===== src/rtl/qtree_lookup_client_pkg.sv =====
// Shared definitions for the quadtree lookup client: response entry layout and counter sizing.
package qtree_lookup_client_pkg;

    localparam int DEF_ADDR_WIDTH = 12;
    localparam int DEF_TAG_WIDTH  = 4;

    typedef struct packed {
        logic                      match;
        logic [DEF_ADDR_WIDTH-1:0] addr;
        logic [DEF_TAG_WIDTH-1:0]  tag;
    } resp_entry_t;

    // Width needed to count 0..depth inclusive.
    function automatic int occWidth(input int depth);
        return $clog2(depth + 1);
    endfunction

endpackage


===== src/rtl/qtree_lookup_client_fifo.sv =====
// Generic synchronous show-ahead FIFO: the head entry sits on data_o whenever the FIFO is not empty.
// A push while full is ignored unless a pop happens in the same cycle.
module qtree_lookup_client_fifo
    import qtree_lookup_client_pkg::*;
#(
    parameter int DATA_WIDTH = 17,
    parameter int DEPTH      = 8
) (
    input  logic                         clk_i,
    input  logic                         rst_i,
    input  logic                         push_i,
    input  logic                         pop_i,
    input  logic [DATA_WIDTH-1:0]        data_i,
    output logic [DATA_WIDTH-1:0]        data_o,
    output logic                         empty_o,
    output logic                         full_o,
    output logic [occWidth(DEPTH)-1:0]   count_o
);

    localparam int PTR_WIDTH = $clog2(DEPTH);
    localparam int CNT_WIDTH = occWidth(DEPTH);
    localparam logic [CNT_WIDTH-1:0] CNT_FULL = CNT_WIDTH'(DEPTH);

    logic [DATA_WIDTH-1:0] r_mem [DEPTH];
    logic [PTR_WIDTH-1:0]  r_wrPtr;
    logic [PTR_WIDTH-1:0]  r_rdPtr;
    logic [CNT_WIDTH-1:0]  r_count;
    logic                  w_doPush;
    logic                  w_doPop;

    assign empty_o  = (r_count == '0);
    assign full_o   = (r_count == CNT_FULL);
    assign count_o  = r_count;
    assign data_o   = r_mem[r_rdPtr];
    assign w_doPop  = pop_i & ~empty_o;
    assign w_doPush = push_i & (~full_o | w_doPop);

    always_ff @(posedge clk_i) begin
        if (rst_i) begin
            r_wrPtr <= '0;
            r_rdPtr <= '0;
            r_count <= '0;
        end else begin
            if (w_doPush) begin
                r_wrPtr <= r_wrPtr + 1'b1;
            end
            if (w_doPop) begin
                r_rdPtr <= r_rdPtr + 1'b1;
            end
            case ({w_doPush, w_doPop})
                2'b10:   r_count <= r_count + 1'b1;
                2'b01:   r_count <= r_count - 1'b1;
                default: r_count <= r_count;
            endcase
        end
    end

    // Storage carries no reset; consumers only look at data_o while not empty.
    always_ff @(posedge clk_i) begin
        if (w_doPush) begin
            r_mem[r_wrPtr] <= data_i;
        end
    end

endmodule


===== src/rtl/qtree_lookup_client.sv =====
// Lookup-side client of the quadtree engine: tags requests, issues them, and buffers results behind credits.
// Define QTREE_LOOKUP_CLIENT_ORDER_CHECK_EN to flag results whose tag is out of sequence.
module qtree_lookup_client
    import qtree_lookup_client_pkg::*;
#(
    parameter int KEY_WIDTH  = 16,
    parameter int ADDR_WIDTH = 12,
    parameter int TAG_WIDTH  = 4,
    parameter int FIFO_DEPTH = 8
) (
    input  logic                  clk_i,
    input  logic                  rst_i,
    input  logic [KEY_WIDTH-1:0]  req_key_i,
    input  logic                  req_valid_i,
    output logic                  req_ready_o,
    output logic [KEY_WIDTH-1:0]  lookup_data_o,
    output logic [TAG_WIDTH-1:0]  lookup_bypass_o,
    output logic                  lookup_valid_o,
    input  logic                  lookup_valid_i,
    input  logic                  lookup_match_i,
    input  logic [ADDR_WIDTH-1:0] lookup_addr_i,
    input  logic [TAG_WIDTH-1:0]  lookup_bypass_i,
    output logic                  resp_match_o,
    output logic [ADDR_WIDTH-1:0] resp_addr_o,
    output logic [TAG_WIDTH-1:0]  resp_tag_o,
    output logic                  resp_valid_o,
    input  logic                  resp_ready_i,
    output logic                  idle_o,
    output logic                  err_o
);

    localparam int OCC_WIDTH   = occWidth(FIFO_DEPTH);
    localparam int ENTRY_WIDTH = 1 + ADDR_WIDTH + TAG_WIDTH;
    localparam logic [OCC_WIDTH-1:0] OCC_MAX = OCC_WIDTH'(FIFO_DEPTH);

    typedef struct packed {
        logic                  match;
        logic [ADDR_WIDTH-1:0] addr;
        logic [TAG_WIDTH-1:0]  tag;
    } entry_t;

    logic [OCC_WIDTH-1:0]   r_occ;
    logic [TAG_WIDTH-1:0]   r_tagCnt;
    logic                   r_lookupValid;
    logic [KEY_WIDTH-1:0]   r_lookupData;
    logic [TAG_WIDTH-1:0]   r_lookupBypass;
    logic                   r_err;

    logic                   w_accept;
    logic                   w_pop;
    logic                   w_push;
    logic                   w_spurious;
    logic                   w_overflow;
    logic                   w_orderErr;
    logic                   w_fifoEmpty;
    logic                   w_fifoFull;
    logic [OCC_WIDTH-1:0]   w_unusedCount;
    logic [ENTRY_WIDTH-1:0] w_pushData;
    logic [ENTRY_WIDTH-1:0] w_headData;
    entry_t                 w_pushEntry;
    entry_t                 w_headEntry;

    // occ counts every accepted request until its response leaves, so a slot always exists for it.
    assign req_ready_o  = (r_occ < OCC_MAX);
    assign idle_o       = (r_occ == '0);
    assign w_accept     = req_valid_i & req_ready_o;
    assign resp_valid_o = ~w_fifoEmpty;
    assign w_pop        = resp_valid_o & resp_ready_i;

    always_ff @(posedge clk_i) begin
        if (rst_i) begin
            r_occ <= '0;
        end else begin
            case ({w_accept, w_pop})
                2'b10:   r_occ <= r_occ + 1'b1;
                2'b01:   r_occ <= r_occ - 1'b1;
                default: r_occ <= r_occ;
            endcase
        end
    end

    always_ff @(posedge clk_i) begin
        if (rst_i) begin
            r_tagCnt       <= '0;
            r_lookupValid  <= 1'b0;
            r_lookupData   <= '0;
            r_lookupBypass <= '0;
        end else begin
            r_lookupValid <= w_accept;
            if (w_accept) begin
                r_lookupData   <= req_key_i;
                r_lookupBypass <= r_tagCnt;
                r_tagCnt       <= r_tagCnt + 1'b1;
            end
        end
    end

    assign lookup_valid_o  = r_lookupValid;
    assign lookup_data_o   = r_lookupData;
    assign lookup_bypass_o = r_lookupBypass;

    // With nothing outstanding, any result must be stale or bogus and is never stored.
    assign w_spurious = lookup_valid_i & idle_o;
    assign w_push     = lookup_valid_i & ~idle_o;
    assign w_overflow = w_push & w_fifoFull & ~w_pop;

    always_comb begin
        w_pushEntry       = '0;
        w_pushEntry.match = lookup_match_i;
        w_pushEntry.addr  = lookup_match_i ? lookup_addr_i : '0;
        w_pushEntry.tag   = lookup_bypass_i;
    end

    assign w_pushData  = w_pushEntry;
    assign w_headEntry = entry_t'(w_headData);

    qtree_lookup_client_fifo #(
        .DATA_WIDTH (ENTRY_WIDTH),
        .DEPTH      (FIFO_DEPTH)
    ) u_respFifo (
        .clk_i   (clk_i),
        .rst_i   (rst_i),
        .push_i  (w_push),
        .pop_i   (w_pop),
        .data_i  (w_pushData),
        .data_o  (w_headData),
        .empty_o (w_fifoEmpty),
        .full_o  (w_fifoFull),
        .count_o (w_unusedCount)
    );

    assign resp_match_o = resp_valid_o & w_headEntry.match;
    assign resp_addr_o  = resp_valid_o ? w_headEntry.addr : '0;
    assign resp_tag_o   = resp_valid_o ? w_headEntry.tag  : '0;

`ifdef QTREE_LOOKUP_CLIENT_ORDER_CHECK_EN
    logic [TAG_WIDTH-1:0] r_expTag;

    // Resync to the received tag so one slip reports once instead of on every later result.
    assign w_orderErr = w_push & (lookup_bypass_i != r_expTag);

    always_ff @(posedge clk_i) begin
        if (rst_i) begin
            r_expTag <= '0;
        end else if (w_push) begin
            r_expTag <= lookup_bypass_i + 1'b1;
        end
    end
`else
    assign w_orderErr = 1'b0;
`endif

    always_ff @(posedge clk_i) begin
        if (rst_i) begin
            r_err <= 1'b0;
        end else if (w_spurious | w_overflow | w_orderErr) begin
            r_err <= 1'b1;
        end
    end

    assign err_o = r_err;

endmodule


===== config.mk =====
export PLATFORM = sky130hd
export DESIGN_NAME = qtree_lookup_client
export DESIGN_NICKNAME = d
export VERILOG_FILES = /design/src/rtl/qtree_lookup_client_pkg.sv /design/src/rtl/qtree_lookup_client_fifo.sv /design/src/rtl/qtree_lookup_client.sv
export SDC_FILE = /design/constraint.sdc
export NUM_CORES = 1
export LEC_CHECK = 0
export ABC_AREA = 0
export ABC_CLOCK_PERIOD_IN_PS = 3950
export BUFFER_PORTS_ARGS = -buffer_cell sky130_fd_sc_hd__buf_2
export CAP_MARGIN = 20
export CORE_UTILIZATION = 30
export DETAILED_ROUTE_END_ITERATION = 8
export PLACE_DENSITY_LB_ADDON = 0.1
export SLEW_MARGIN = 0
export SYNTH_ARGS = -nofsm -noshare
export SYNTH_HDL_FRONTEND = slang
export SYNTH_SLANG_ARGS = --single-unit

===== constraint.sdc =====
create_clock -name clk_i -period 3.95 [get_ports clk_i]
set_input_delay 0.79 -clock clk_i [delete_from_list [all_inputs] [get_ports clk_i]]
set_output_delay 0.79 -clock clk_i [all_outputs]
set_load 0.02 [all_outputs]

==> impl_metrics.json, run 1 <==
{
  "cts_tree": "done",
  "hold-worst-slack_ns": 0.456,
  "grt_overflow": 0,
  "ys.flop_type": "edfxtp_1",
  "ioPinCount": 80,
  "slew_viol_final": 0,
  "setup_tns_ns": 0,
  "status": "completed",
  "cts-buffers-inserted": 17,
  "num_vias": 3994,
  "die_w_um": 157,
  "place_inst": 851,
  "synth_cell_types": 43,
  "tightestPinTransition_ns": 0.838,
  "cts_root_buffer": "clkbuf_16",
  "max_freq_mhz": 313,
  "drive_gt1_frac": 0.314,
  "drt.antenna.violating_nets": 0,
  "place.gp.congestion": 0.713,
  "start_kind": "flip-flop",
  "synthesis.nets": 511,
  "grt_pass1_vias": 4180,
  "cp_max_fo": 14,
  "clk_latency_ns": 0.42,
  "finClkSkew_ns": 0.00940,
  "clock_path_buffers": 2,
  "avgSynthCellArea_um2": 15.4,
  "required_ns": 3.16,
  "power_density_mw_per_mm2": 620,
  "synth_seq_area_share": 0.688,
  "vias_per_cell": 4.53,
  "cts_sinks": 179,
  "area_growth_pct": 19.5,
  "total_leakage_power_nw": 2.99,
  "synth_edf_count": 136,
  "synth_compound_area_frac": 0.0339,
  "nets": 595,
  "cts_max_level": 4,
  "fin_crit_sh": 0.808,
  "synthXorXnorAreaFrac": 0.0122,
  "hp-class": "reg2reg",
  "avgRoutedWirePerCell_um": 17.4,
  "synth_common_cells": "edfxtp_1, nand2_1, dfxtp_1, nor2_1, mux4_2",
  "grt_start_max_net_pins": 37,
  "synthArstFlopShare": 0,
  "finalSetupViolCount": 0,
  "synth_most_common_cell": "edfxtp_1",
  "synth_fa_ha_area_frac": 0.0104,
  "netlist_area_mm2": 0.00719,
  "postCtsSetupRepairBufs": 0,
  "grt_usage": 0.135,
  "synth_top_family_by_area": "multiplexers",
  "drc": 0,
  "syn_inst": 467,
  "start_util": 0.306,
  "yosysTopAreaCell": "edfxtp_1",
  "ys_warn_count": 0,
  "min_period_ns": 3.19,
  "portBuffers": 79,
  "ir_drop_mv": 0.318,
  "drv_cap": 0,
  "rsz0062_at_grt": "no",
  "instances_no_fill": 882,
  "coreArea_mm2": 0.0235,
  "hold_buffers": 0,
  "ys_ff_latch": 179,
  "die_h_um": 157,
  "muxShareOfSynthArea": 0.139,
  "max_slew_margin": 0.440,
  "synth-simple-area-share": 0.0973,
  "timing.rr.start": "u_respFifo.count_o[3]",
  "cts_resized": 0,
  "arrival_ns": 2.40,
  "rows": 56,
  "wl_um": 15400,
  "netlist_top_cells_area": "edfxtp_1, dfxtp_1, mux4_2",
  "cp-end-kind": "output pin",
  "critPathKind": "reg2out",
  "hpwl_um": 9340,
  "hold_viol_final": 0,
  "grt_pass1_wl_um": 23900,
  "num_antenna_cells": 0,
  "drt_pass1_iterations": 6,
  "drt_iter0_drc": 185,
  "clkTransAtPathRegs_ns": 0.07,
  "antenna_found_initial": 1,
  "dieArea_mm2": 0.0246,
  "hp-start": "lookup_data_o[10]",
  "synth_top_area_share": 0.568
}
## metal layers
| metal | vias to the layer above | global-route usage | wire, um |
|---|---|---|---|
| met3 | 7 | 0.0413 | 636 |
| met5 | - | 0 | 10 |
| li1 | 1923 | - | - |
| met4 | 2 | 0.0401 | 116 |
| met2 | 81 | 0.234 | 7840 |
| met1 | 1981 | 0.161 | 6750 |
## report_power, final
group	switching [W]	leakage, nW	internal [W]	total [W]
clock network	0.000717	0.276	0.000942	0.00166
logic	0.000799	1.12	0.000519	0.00132
registers	0.000140	1.59	0.00222	0.00236
## path summary, 6_finish.rpt
path              slack [ns]  depth (start not counted)           endpoint
hold reg to reg         0.46                          2  lookup_data_o[10]
setup / recovery        0.76                          5       resp_match_o
setup reg to reg        1.11                          8           r_occ[2]
hold / removal          0.46                          2  lookup_data_o[10]
## state kept, by name, summed over array words and instances (netlist names), named ones only
register and flops:
lookup_data_o 16, lookup_bypass_o 4, lookup_valid_o 1, u_respFifo.r_mem 136, err_o 1, u_respFifo.count_o 4
r_tagCnt 4, r_occ 4, u_respFifo.r_wrPtr 3, u_respFifo.r_rdPtr 3
## layout make-up
class	instances	area (um2)
timing repair buffer	94	508
inverter	5	18.8
sequential	179	4950
tap	319	399
multi-input combinational	254	2140
fill	2288	14900
clock inverter	13	156
clock buffer	18	429
## cells by family after synthesis
| family | Yosys count |
|---|---|
| AND/OR/NAND/NOR | 141 |
| XOR/XNOR | 10 |
| adder cells (fa/ha/maj) | 6 |
| buffers and inverters | 34 |
| multiplexers | 57 |
| flip-flops | 179 |
| AO/OA/AOI/OAI | 40 |
## cell usage in the layout, fill, tap and decap left out, types with 2 or more instances in the layout
cell type	synthesis	final
xor2_1	8	8
buf_2	5	79
bufinv_16	0	2
and4b_1	2	2
and2_1	12	12
edfxtp_1	136	136
a31oi_1	2	2
inv_6	0	3
nor2_2	0	3
nand3b_1	3	3
nor4_1	3	2
buf_4	0	15
or3_1	2	2
nor3_2	0	4
nor2b_1	3	3
clkbuf_16	0	17
nand2b_1	5	5
inv_1	4	4
clkinv_4	0	3
dfxtp_1	43	42
clkinvlp_4	0	3
a21oi_1	30	30
o211ai_1	2	2
xnor2_1	2	2
nor3_1	7	3
nand4b_1	2	2
nor2_1	40	37
ha_1	6	6
mux4_2	34	34
nand2_1	48	48
or4_1	4	4
or4b_2	3	3
mux2_2	2	2
mux2i_1	21	21
## worst max-delay path, stage by stage, from the launching register on
cell and delay [ns]:
dfxtp_2 0.65, buf_4 0.37, mux4_2 0.53, mux2i_1 0.17, nor2_1 0.07, buf_2 0.19
## stage by stage
stage / total power, W / util / setup slack (ns) / instance area [um2]
after floorplan: 0.00331 / - / 0.570 / 7190
after global placement: 0.00374 / 0.341 / 1.06 / 8010
after detailed placement: 0.00376 / 0.341 / 0.974 / 8010
after CTS: 0.00543 / 0.366 / 0.630 / 8600
after global routing: 0.00564 / 0.366 / 0.526 / 8600
final: 0.00533 / 0.366 / 0.758 / 8600
Note: power is estimated with default switching activity, not from simulation.
==> run 2, diff against run 1 <==
Settings changed: ABC_CLOCK_PERIOD_IN_PS 3950 to 2610.
Clock period 3.95 ns to 2.61 ns, I/O delays scaled along.
==> run 2 against run 1 <==
  * Sequential cell count unchanged
  * First-iteration DRC count decreased by 3.2%
  * Cell area increased by 2.6%
  * Sequential power increased by 50%
  * Critical path type unchanged
  * Highest routed layer is now met4
==> impl_metrics.json, run 2 (synthesis gave the netlist of run 1 again) <==
{
  "fin_crit_sh": 0.957,
  "cts_tree": "done",
  "clkTransAtPathRegs_ns": 0.07,
  "switchingPower_w": 0.00265,
  "hpwl_um": 9420,
  "drv_cap": 0,
  "postCtsSetupRepairBufs": 0,
  "status": "completed",
  "die_w_um": 157,
  "fillCellCount": 2267,
  "hold_buffers": 0,
  "avgRoutedWirePerCell_um": 17.7,
  "nets": 608,
  "required_ns": 2.09,
  "final_common_cell": "edfxtp_1",
  "switching_share": 0.320,
  "finalSetupViolCount": 0,
  "instances_no_fill": 896,
  "antenna_found_initial": 0,
  "dieArea_mm2": 0.0246,
  "finClkSkew_ns": 0.0131,
  "start_kind": "flip-flop",
  "hp-class": "in2reg",
  "place_inst": 862,
  "ir_drop_mv": 0.498,
  "max_slew_margin": 0.680,
  "min_period_ns": 2.50,
  "total_leakage_power_nw": 3.10,
  "portBuffers": 79,
  "power_density_mw_per_mm2": 941,
  "p_clk_frac": 0.307,
  "multiInputGateArea_mm2": 0.00216,
  "clock_path_buffers": 2,
  "power_w": 0.00830,
  "grt_overflow": 0,
  "slew_viol_final": 0,
  "p_int_w": 0.00565,
  "num_antenna_cells": 0,
  "regArea_mm2": 0.00495,
  "drt.antenna.violating_nets": 0,
  "r2r_cells": 8,
  "max_freq_mhz": 400,
  "drt_iter0_drc": 179,
  "ioPinCount": 80,
  "place.gp.congestion": 0.735,
  "drc": 0,
  "tightestPinTransition_ns": 0.480,
  "setup_tns_ns": 0,
  "largest_reg_flops": 136,
  "clk_latency_ns": 0.44,
  "grt_usage": 0.139,
  "grt_pass1_wl_um": 24500,
  "die_h_um": 157,
  "cts_root_buffer": "clkbuf_16",
  "wl_um": 15900,
  "arrival_ns": 1.98,
  "cts_max_level": 4,
  "drive_gt1_frac": 0.341,
  "area_growth_pct": 22.6,
  "holdPathStages": 3,
  "pwr-share-seq": 0.425,
  "rsz0062_at_grt": "no",
  "start_util": 0.306,
  "power_frac_comb": 0.267,
  "rows": 56,
  "critPathKind": "reg2out",
  "drt_pass1_iterations": 4,
  "grt_start_max_net_pins": 46,
  "regMostFlops": "u_respFifo.r_mem",
  "cts_sinks": 179,
  "hold_viol_final": 0,
  "num_vias": 4117,
  "vias_per_cell": 4.59,
  "coreArea_mm2": 0.0235,
  "grt_pass1_vias": 4416,
  "cts-buffers-inserted": 17,
  "cp_max_fo": 8,
  "cp-end-kind": "output pin",
  "final_cell_mix": "edfxtp_1, buf_2, nand2_1"
}
[run 2: cell count changes in the layout (fill, tap and decap cells not counted), sizes merged]
cell      delta
buf         +12
inv          +6
clkinvlp     -3
bufinv       -1
clkbuf       +1
clkinv       -1
[run 2: power by group through the flow]
stage / Sequential (W) / Combinational (W) / Clock, W
after floorplan: 0.00359 / 0.00145 / 0
after global placement: 0.00357 / 0.00220 / 0
after detailed placement: 0.00358 / 0.00221 / 0
after CTS: 0.00353 / 0.00226 / 0.00263
after global routing: 0.00357 / 0.00246 / 0.00273
final: 0.00353 / 0.00222 / 0.00255
[run 2: per-layer routing]
layer	up-vias	global-route usage	routed length (um)
met5	-	0	0
met4	0	0.0504	204
met3	16	0.0396	735
met2	87	0.233	7770
met1	2059	0.170	7150
li1	1955	-	-
[run 2: worst paths after layout]
path,start,slack [ns],endpoint
setup / recovery,flip-flop,0.11,resp_match_o
hold / removal,req_key_i[15],0.32,lookup_data_o[15]
setup reg to reg,u_respFifo.count_o[3],0.21,r_occ[2]
hold reg to reg,lookup_data_o[1],0.46,lookup_data_o[1]
[run 2: area by class of cell]
cell class	count	area share
flip-flops and latches	179	0.561
multi-input cells	254	0.245
repair buffers	107	0.0790
clock buffers	18	0.0487
well taps	319	0.0453
clock inverters	14	0.0180
inverters	5	0.00241
[run 2: per-stage QoR]
stage	setup slack [ns]	util	area, um2	hold slack [ns]
2_1_floorplan	-0.0752	-	7240	0.444
3_3_place_gp	0.242	0.348	8170	0.441
3_5_place_dp	0.127	0.348	8170	0.446
4_1_cts	-0.0402	0.375	8790	0.300
5_1_grt	0.0272	0.376	8820	0.305
6_report	0.111	0.376	8820	0.319
[run 2: critical path, cell delays in order (launching register included)]
cell and delay, ns:
dfxtp_4 0.43, clkbuf_16 0.21, mux4_2 0.49, mux2i_1 0.19, nor2_1 0.06, buf_2 0.16
[run 2: timing repair]
item / CTS / global route
resized for setup: 1 / 3
endpoints found under the setup margin: 6 / 17
gates cloned: 1 / 1
==> run 3, diff against run 2 <==
Settings changed: PLACE_DENSITY from default to 0.45, PLACE_DENSITY_LB_ADDON 0.1 to default.
==> run 3 against run 2 <==
  * Setup slack better by 0.0081 ns
  * Hold slack better by 0.0078 ns
  * Cell area down 0.64%
  * Core utilization down 0.24 points
  * Count of clock-buffer cells in the layout down 1
  * Combinational power down 3%
  * Sequential share of layout area up 0.36 points
  * Critical path type unchanged
  * Largest cell class unchanged
  * Largest power group unchanged
  * Highest routed layer unchanged
==> impl_metrics.json, run 3 (synthesis gave the netlist of run 1 again) <==
{
  "switching_share": 0.321,
  "max_stage_delay_ns": 0.50,
  "avgRoutedWirePerCell_um": 17.3,
  "slew_viol_final": 0,
  "setup_tns_ns": 0,
  "area_growth_pct": 21.9,
  "cp_max_fo": 17,
  "place.gp.congestion": 0.731,
  "rows": 56,
  "grt_start_max_net_pins": 35,
  "nets": 604,
  "finalSetupViolCount": 0,
  "die_w_um": 157,
  "finClkSkew_ns": 0.0134,
  "grt_usage": 0.134,
  "coreArea_mm2": 0.0235,
  "p_int_w": 0.00560,
  "drt_iter0_drc": 155,
  "place_area_mm2": 0.00817,
  "total_leakage_power_nw": 3.07,
  "pwr-share-seq": 0.431,
  "drt_pass1_iterations": 4,
  "wl_um": 15400,
  "slowest_stage": "or3_1",
  "switchingPower_w": 0.00265,
  "cp-end-kind": "output pin",
  "critPathKind": "reg2out",
  "die_h_um": 157,
  "arrival_ns": 1.97,
  "routed-wl-met2_um": 7710,
  "antenna_found_initial": 1,
  "met3_length_um": 741,
  "cts-buffers-inserted": 17,
  "start_util": 0.306,
  "cts_max_level": 4,
  "required_ns": 2.09,
  "cp_cell_sequence": "or3_1 > nor2_4 > buf_12 > nor2_1 > buf_2",
  "cts_tree": "done",
  "cts_root_buffer": "clkbuf_16",
  "wl_met1_um": 6820,
  "clkTransAtPathRegs_ns": 0.07,
  "regMostFlops": "u_respFifo.r_mem",
  "clock_path_buffers": 2,
  "start_kind": "flip-flop",
  "rsz0062_at_grt": "no",
  "max_slew_margin": 0.714,
  "hp-class": "in2reg",
  "min_period_ns": 2.49,
  "drv_cap": 0,
  "grt_pass1_wl_um": 24100,
  "drt.antenna.violating_nets": 0,
  "r2r_slack_ns": 0.22,
  "hold_buffers": 0,
  "grt_pass1_vias": 4329,
  "clk_latency_ns": 0.44,
  "fin_area_mm2": 0.00876,
  "final_common_cell": "edfxtp_1",
  "vias_per_cell": 4.60,
  "drc": 0,
  "num_vias": 4108,
  "critPathTopFamily": "simple AND/OR/NAND/NOR gates",
  "ioPinCount": 80,
  "dieArea_mm2": 0.0246,
  "drive_gt1_frac": 0.330,
  "hpwl_um": 9330,
  "critPathBufInv": 2,
  "fin_crit_sh": 0.954,
  "portBuffers": 79,
  "max_freq_mhz": 402,
  "status": "completed",
  "grt_overflow": 0,
  "power_density_mw_per_mm2": 942,
  "final_cell_mix": "edfxtp_1, buf_2, nand2_1",
  "power_frac_comb": 0.260,
  "cts_sinks": 179,
  "ir_drop_mv": 0.462,
  "highest_layer": "met4",
  "hold_viol_final": 0,
  "p_clk_frac": 0.309,
  "tightestPinTransition_ns": 0.429,
  "largest_reg_flops": 136
}
==> run 3: worst paths after layout <==
kind / cells past startpoint / startpoint / endpoint
setup / recovery: 5 / u_respFifo.count_o[0] / resp_addr_o[2]
hold / removal: 3 / req_key_i[2] / lookup_data_o[2]
setup reg to reg: 8 / u_respFifo.count_o[3] / r_occ[2]
hold reg to reg: 2 / lookup_data_o[5] / lookup_data_o[5]
==> run 3: area by class of cell <==
class / instances / area, um2
clock buffers: 17 / 425
multi-input cells: 254 / 2150
inverters: 5 / 21.3
well taps: 319 / 399
fillers: 2243 / 14700
clock inverters: 15 / 163
repair buffers: 103 / 651
flip-flops and latches: 179 / 4950
diodes: 1 / 2.50
==> run 3: tightest hold or removal path, cell delays in order <==
cell and delay (ns):
buf_2 0.09, nand2_1 0.05, a21oi_1 0.05
==> run 3: per-stage QoR <==
stage               instances  power, W  setup slack, ns   util  hold WS [ns]
finish                    893   0.00825            0.120  0.373         0.327
global route              892   0.00868          0.00260  0.373         0.313
floorplan                 467   0.00504          -0.0752      -         0.444
CTS                       892   0.00837          0.00420  0.373         0.308
global placement          860   0.00579            0.254  0.348         0.441
detailed placement        860   0.00582            0.154  0.348         0.448
==> run 3: per-layer routing <==
| metal | global-route usage | up-vias |
|---|---|---|
| met5 | 0 | - |
| met4 | 0.0434 | 0 |
| met3 | 0.0382 | 14 |
| met2 | 0.237 | 94 |
| met1 | 0.157 | 2058 |
| li1 | - | 1942 |
==> run 3: what timing repair did <==
action,CTS,global route
buffers inserted,0,0
endpoints found under the setup margin,0,10
hold endpoints to repair,0,0
gates resized for setup,0,1
==> run 3: power groups by stage <==
stage,Clock [W],Combinational [W],Sequential (W)
floorplan,0,0.00145,0.00359
finish,0.00255,0.00215,0.00356
CTS,0.00261,0.00220,0.00356
detailed placement,0,0.00220,0.00362
global placement,0,0.00218,0.00361
global route,0.00272,0.00237,0.00359
